--- config.mk ---
export PLATFORM = sky130hd
export DESIGN_NAME = fifo_stream_reader
export DESIGN_NICKNAME = d
export VERILOG_FILES = /design/src/rtl/fifo_stream_pkg.sv /design/src/rtl/fifo_stream_skid2.sv /design/src/rtl/fifo_stream_reader.sv
export SDC_FILE = /design/constraint.sdc
export NUM_CORES = 1
export LEC_CHECK = 0
export CAP_MARGIN = 25
export CORE_MARGIN = 5
export CORE_UTILIZATION = 30
export CTS_BUF_LIST = sky130_fd_sc_hd__clkbuf_4
export DETAILED_ROUTE_END_ITERATION = 8
export PLACE_DENSITY_LB_ADDON = 0.05
export REMOVE_ABC_BUFFERS = 1
export SYNTH_ARGS = -nofsm -noshare
export SYNTH_HDL_FRONTEND = slang
export SYNTH_SLANG_ARGS = --single-unit
--- constraint.sdc ---
create_clock -name clk -period 7.05 [get_ports clk]
set_input_delay 1.41 -clock clk [delete_from_list [all_inputs] [get_ports clk]]
set_output_delay 1.41 -clock clk [all_outputs]
set_load 0.1 [all_outputs]
--- src/rtl/fifo_stream_pkg.sv ---
// Shared definitions for the FWFT FIFO stream reader.
// Occupancy encodings of the 2-entry skid buffer.
package fifo_stream_pkg;

   localparam int CNT_W = 2;

   typedef enum logic [CNT_W-1:0] {
      CNT_EMPTY = 2'd0,
      CNT_ONE   = 2'd1,
      CNT_TWO   = 2'd2
   } cnt_e;

endpackage

--- src/rtl/fifo_stream_skid2.sv ---
// Two-slot skid storage with occupancy state for the stream reader.
// head_q is the presented word, tail_q catches one word during a stall.
module fifo_stream_skid2
   import fifo_stream_pkg::*;
#(
   parameter int DATA_WIDTH = 32
) (
   input  logic                  clk,
   input  logic                  reset,
   input  logic                  push,
   input  logic                  pop,
   input  logic [DATA_WIDTH-1:0] din,
   output logic [CNT_W-1:0]      cnt,
   output logic [DATA_WIDTH-1:0] head
);

   cnt_e                  cnt_q;
   cnt_e                  cnt_d;
   logic                  ld_head_in;
   logic                  ld_head_tail;
   logic                  ld_tail;
   logic [DATA_WIDTH-1:0] head_q;
   logic [DATA_WIDTH-1:0] tail_q;

   // Occupancy register; reset drops any buffered words.
   always_ff @(posedge clk) begin
      if (!reset) cnt_q <= CNT_EMPTY;
      else        cnt_q <= cnt_d;
   end

   // Next occupancy and slot load selects.
   always_comb begin
      cnt_d        = cnt_q;
      ld_head_in   = 1'b0;
      ld_head_tail = 1'b0;
      ld_tail      = 1'b0;
      unique case (cnt_q)
         CNT_EMPTY: begin
            if (push) begin
               cnt_d      = CNT_ONE;
               ld_head_in = 1'b1;
            end
         end
         CNT_ONE: begin
            if (push && !pop) begin
               cnt_d   = CNT_TWO;
               ld_tail = 1'b1;
            end else if (push && pop) begin
               ld_head_in = 1'b1;
            end else if (pop) begin
               cnt_d = CNT_EMPTY;
            end
         end
         CNT_TWO: begin
            if (pop) begin
               cnt_d        = CNT_ONE;
               ld_head_tail = 1'b1;
            end
         end
         default: cnt_d = CNT_EMPTY;
      endcase
   end

   // Data slots are not reset; contents only matter when occupied.
   always_ff @(posedge clk) begin
      if (ld_head_in)        head_q <= din;
      else if (ld_head_tail) head_q <= tail_q;
      if (ld_tail)           tail_q <= din;
   end

   assign cnt  = cnt_q;
   assign head = head_q;

endmodule

--- src/rtl/fifo_stream_reader.sv ---
// FWFT FIFO reader endpoint re-issuing words as a valid/ready stream.
// Optional stall counter enabled by FIFO_STREAM_READER_STALL_CNT_EN.
module fifo_stream_reader
   import fifo_stream_pkg::*;
#(
   parameter int DATA_WIDTH      = 32,
   parameter int STALL_CNT_WIDTH = 16
) (
   input  logic                       clk,
   input  logic                       reset,
   input  logic                       if_empty_n,
   input  logic [DATA_WIDTH-1:0]      if_dout,
   output logic                       if_read,
   output logic                       if_read_ce,
   output logic                       m_valid,
   input  logic                       m_ready,
   output logic [DATA_WIDTH-1:0]      m_data,
   output logic [STALL_CNT_WIDTH-1:0] stall_cnt
);

   logic [CNT_W-1:0] cnt;
   logic             pop;

   // if_read depends only on registered occupancy, never on m_ready.
   assign if_read    = reset && if_empty_n && (cnt != CNT_TWO);
   assign if_read_ce = 1'b1;
   assign m_valid    = (cnt != CNT_EMPTY);
   assign pop        = m_valid && m_ready;

   fifo_stream_skid2 #(
      .DATA_WIDTH (DATA_WIDTH)
   ) u_skid (
      .clk   (clk),
      .reset (reset),
      .push  (if_read),
      .pop   (pop),
      .din   (if_dout),
      .cnt   (cnt),
      .head  (m_data)
   );

`ifdef FIFO_STREAM_READER_STALL_CNT_EN
   localparam logic [STALL_CNT_WIDTH-1:0] STALL_ONE = 1;

   logic [STALL_CNT_WIDTH-1:0] stall_q;

   // Saturating count of cycles the consumer holds off valid data.
   always_ff @(posedge clk) begin
      if (!reset) begin
         stall_q <= '0;
      end else if (m_valid && !m_ready && (stall_q != '1)) begin
         stall_q <= stall_q + STALL_ONE;
      end
   end

   assign stall_cnt = stall_q;
`else
   assign stall_cnt = '0;
`endif

endmodule

==> metrics.md <==
| Metric | Value |
|---|---|
| Post-layout instance count excluding filler cells | `326` |
| Drt pass-1 iters | `4` |
| Quantity of gates resized following cts | `0` |
| Average wire per standard cell | `15.45 um` |
| Result of the run | `finished clean` |
| Cts-stage hold buffer count | `0` |
| Arrival time reported for the critical path endpoint | `3.40 ns` |
| Slowest library cell on the worst path | `sky130_fd_sc_hd__clkdlybuf4s50_1` |
| Final-layout setup total negative slack | `0 ns` |
| Final setup violating endpoints | `0` |
| Most common cell after layout, fill and taps aside | `sky130_fd_sc_hd__clkdlybuf4s50_1` |
| Mapped Area | `2744 sq um` |
| Core area | `8806 sq um` |
| Antenna violations before repair | `0` |
| Worst EP required | `5.64 ns` |
| Multi-input gate area | `644.4 sq um` |
| Cells along the critical path | `clkdlybuf4s50_1 > nand2_1 > nor2_1 > clkdlybuf4s50_1` |
| TritonCTS sink count | `66` |
| Count of input and output buffers | `69` |
| First-pass GRT wire length | `7845 um` |
| Share of the yosys chip area belonging to registers | `0.7150` |
| Via count of the first global-routing pass | `1565` |
| Worst setup slack after layout | `2.242 ns` |
| Slew @ Worst Pin | `0.9988 ns` |
| Worst slew margin | `0.3320` |
| Clock Tree Root | `sky130_fd_sc_hd__clkbuf_4` |
| Clock transition at the registers of the reported paths | `0.11 ns` |
| Final worst path period share | `0.6820` |
| Sum of net half-perimeters after detailed placement | `3414 um` |
| Most used cells in the layout excluding fill and tap cells | `sky130_fd_sc_hd__clkdlybuf4s50_1, sky130_fd_sc_hd__edfxtp_1, sky130_fd_sc_hd__mux2_4` |
| Tmin final | `4.808 ns` |
| # DRC | `0` |
| Clock latency on the worst-skew pair | `0.39 ns` |
| Flip-flop and latch count after synthesis | `66` |
| Number of vias in the routed layout | `1370` |
| Reg2reg start | `u_skid.cnt[1]` |
| Total wirelength of the detailed-routed design | `5037 um` |
| Maximum root-to-sink buffer count | `2` |
| Die area | `11160 sq um` |
| Number of inserted diodes | `0` |
| Max-capacitance violation count | `0` |
| FILL cells | `845` |
| Critical path's top delay family | `buffers and inverters` |
| Worst Hold Launch | `u_skid.tail_q[15]` |
| Sum of buffers and inverters on the critical path | `2` |
| Cell leakage power | `1.281 nW` |
| Via count normalized by instance count | `4.202` |
| Initial core utilization | `0.3116` |
| Count of placed standard cells including taps | `309` |
| Pwr dens | `235.0 nW/um^2` |
| Setup Buffers After CTS | `0` |
| Die Wd | `105.6 um` |
| Number of cell rows | `34` |
| Count of cell types in the netlist | `21` |
| ANT nets after route | `0` |
| Mean Syn Cell Area | `20.18 sq um` |
| Register-to-register setup slack | `4.98 ns` |
| Total CTS buffers | `9` |
| Number of hold violations in the final report | `0` |
| Hold-critical path endpoint | `u_skid.head[15]` |
| Maximum ir drop on the vdd rail | `0.00008646 V` |
| TritonCTS clock tree | `done` |
| H-tree levels | `3` |
| Number of stages on the worst hold path | `1` |
| Most frequent cell on the critical path | `sky130_fd_sc_hd__clkdlybuf4s50_1` |
| 1st-iter DRT viols | `21` |
| Startpoint class of the critical path | `input port` |
| Terminus of the critical flop-to-flop path | `u_skid.head[8]` |
| RSZ-0062 raised after global routing | `no` |
| Last weighted congestion value of the routability-driven placer | `0.6713` |
| Remaining Overflow, GRT | `0` |
| Largest net degree at the start of global routing | `34` |
| Die boundary height | `105.6 um` |
| Yosys synthesis warning count | `0` |
| Storage element area | `1962 sq um` |
| F_max | `208.0 MHz` |
| Logic depth of the worst register-to-register path | `4` |
| Dpl ws | `2.293 ns` |
| Relative area change from synthesis to final layout | `30.00%` |
| Worst-path maximum fanout | `4` |
| Gate Count Post-Synth | `136` |
| Hold Crit Class | `reg -> reg` |
| Classification of the worst setup path | `in -> out` |
| Kind of capture point of the worst setup path | `output port` |
| Largest stage delay, worst path | `1.16 ns` |
| Worst Clk Skew | `0.01528 ns` |
| Util after Layout | `0.4051` |
| NumNets Final | `249` |
| Layout cells sized above 1 | `0.2569` |
| GRT Overall Usage | `0.09307` |
| Io pins | `87` |
| Final number of max-transition violations | `0` |
## state kept, by name, indices dropped and copies added, names as in the netlist
signal / count
u_skid.cnt: 2
u_skid.head: 32
u_skid.tail_q: 32
## through the flow
stage	instance area (sq um)	power (mW)	hold slack [ns]
floorplan	2601	0.5939	0.5248
global placement	3447	0.6397	0.5321
detailed placement	3447	0.6423	0.5340
CTS	3556	0.8526	0.5481
global route	3567	0.8773	0.5564
finish	3567	0.8381	0.5443
## power by group
part / switching (mW) / total (mW) / internal [mW] / leakage (nW)
clock: 0.133 / 0.206 / 0.0734 / 0.0596
sequential: 0.00369 / 0.448 / 0.444 / 0.604
combinational: 0.134 / 0.184 / 0.0505 / 0.617
## worst max path at each step
stage,start,end,slack [ns],cells past startpoint
3_3_place_gp,reset,if_read,2.40,4
2_1_floorplan,m_ready,u_skid.tail_q[0],2.81,2
3_5_place_dp,reset,if_read,2.29,4
5_1_grt,reset,if_read,2.22,4
6_report,reset,if_read,2.24,4
4_1_cts,reset,if_read,2.28,4
## synthesized netlist by cell type (all sizes together)
| library cell | number | area [sq um] |
|---|---|---|
| nor2 | 1 | 3.750 |
| mux2 | 32 | 469.2 |
| nand2b | 1 | 13.76 |
| nor3 | 1 | 5.000 |
| edfxtp | 64 | 1922 |
| a21oi | 2 | 10.01 |
| buf | 21 | 198.9 |
| nor4b | 1 | 8.760 |
| nand2 | 2 | 7.510 |
| nor3b | 1 | 7.510 |
| and2b | 1 | 8.760 |
| a21boi | 1 | 7.510 |
| or2 | 1 | 6.260 |
| nor2b | 1 | 8.760 |
| and3 | 1 | 11.26 |
| conb | 2 | 7.510 |
| dfxtp | 2 | 40.04 |
| a21o | 1 | 7.510 |
## kinds of logic (layout without fill, tap and decap cells)
family	Yosys count	after routing	share of synthesized area
flops	66	66	0.7150
mux	32	32	0.1710
buf+inv	21	88	0.07250
simple gates	11	11	0.02964
compound gates	4	4	0.009122
other cells	2	17	0.002737
## final cells by class
| cell class | count | share of cell area |
|---|---|---|
| repair buffers | 72 | 0.2010 |
| flip-flops and latches | 66 | 0.5500 |
| clock buffers | 10 | 0.02105 |
| multi-input cells | 64 | 0.1806 |
| well taps | 108 | 0.03788 |
| clock inverters | 6 | 0.009470 |
## worst reg2reg max path, stage by stage, from the launching register on
cell                      delay, ns
sky130_fd_sc_hd__dfxtp_1       0.37
sky130_fd_sc_hd__nor2b_2       0.17
sky130_fd_sc_hd__and3_4        0.63
sky130_fd_sc_hd__a21o_1        0.15
sky130_fd_sc_hd__buf_4         0.39
## layer usage
layer / up-vias / share of wire / track usage
met3: 6 / 0.069 / 0.02812
met2: 60 / 0.50 / 0.1594
met5: - / 0 / 0
met4: 0 / 0.012 / 0.04810
li1: 639 / - / -
met1: 665 / 0.42 / 0.1048
(Power assumes the default switching activity.)
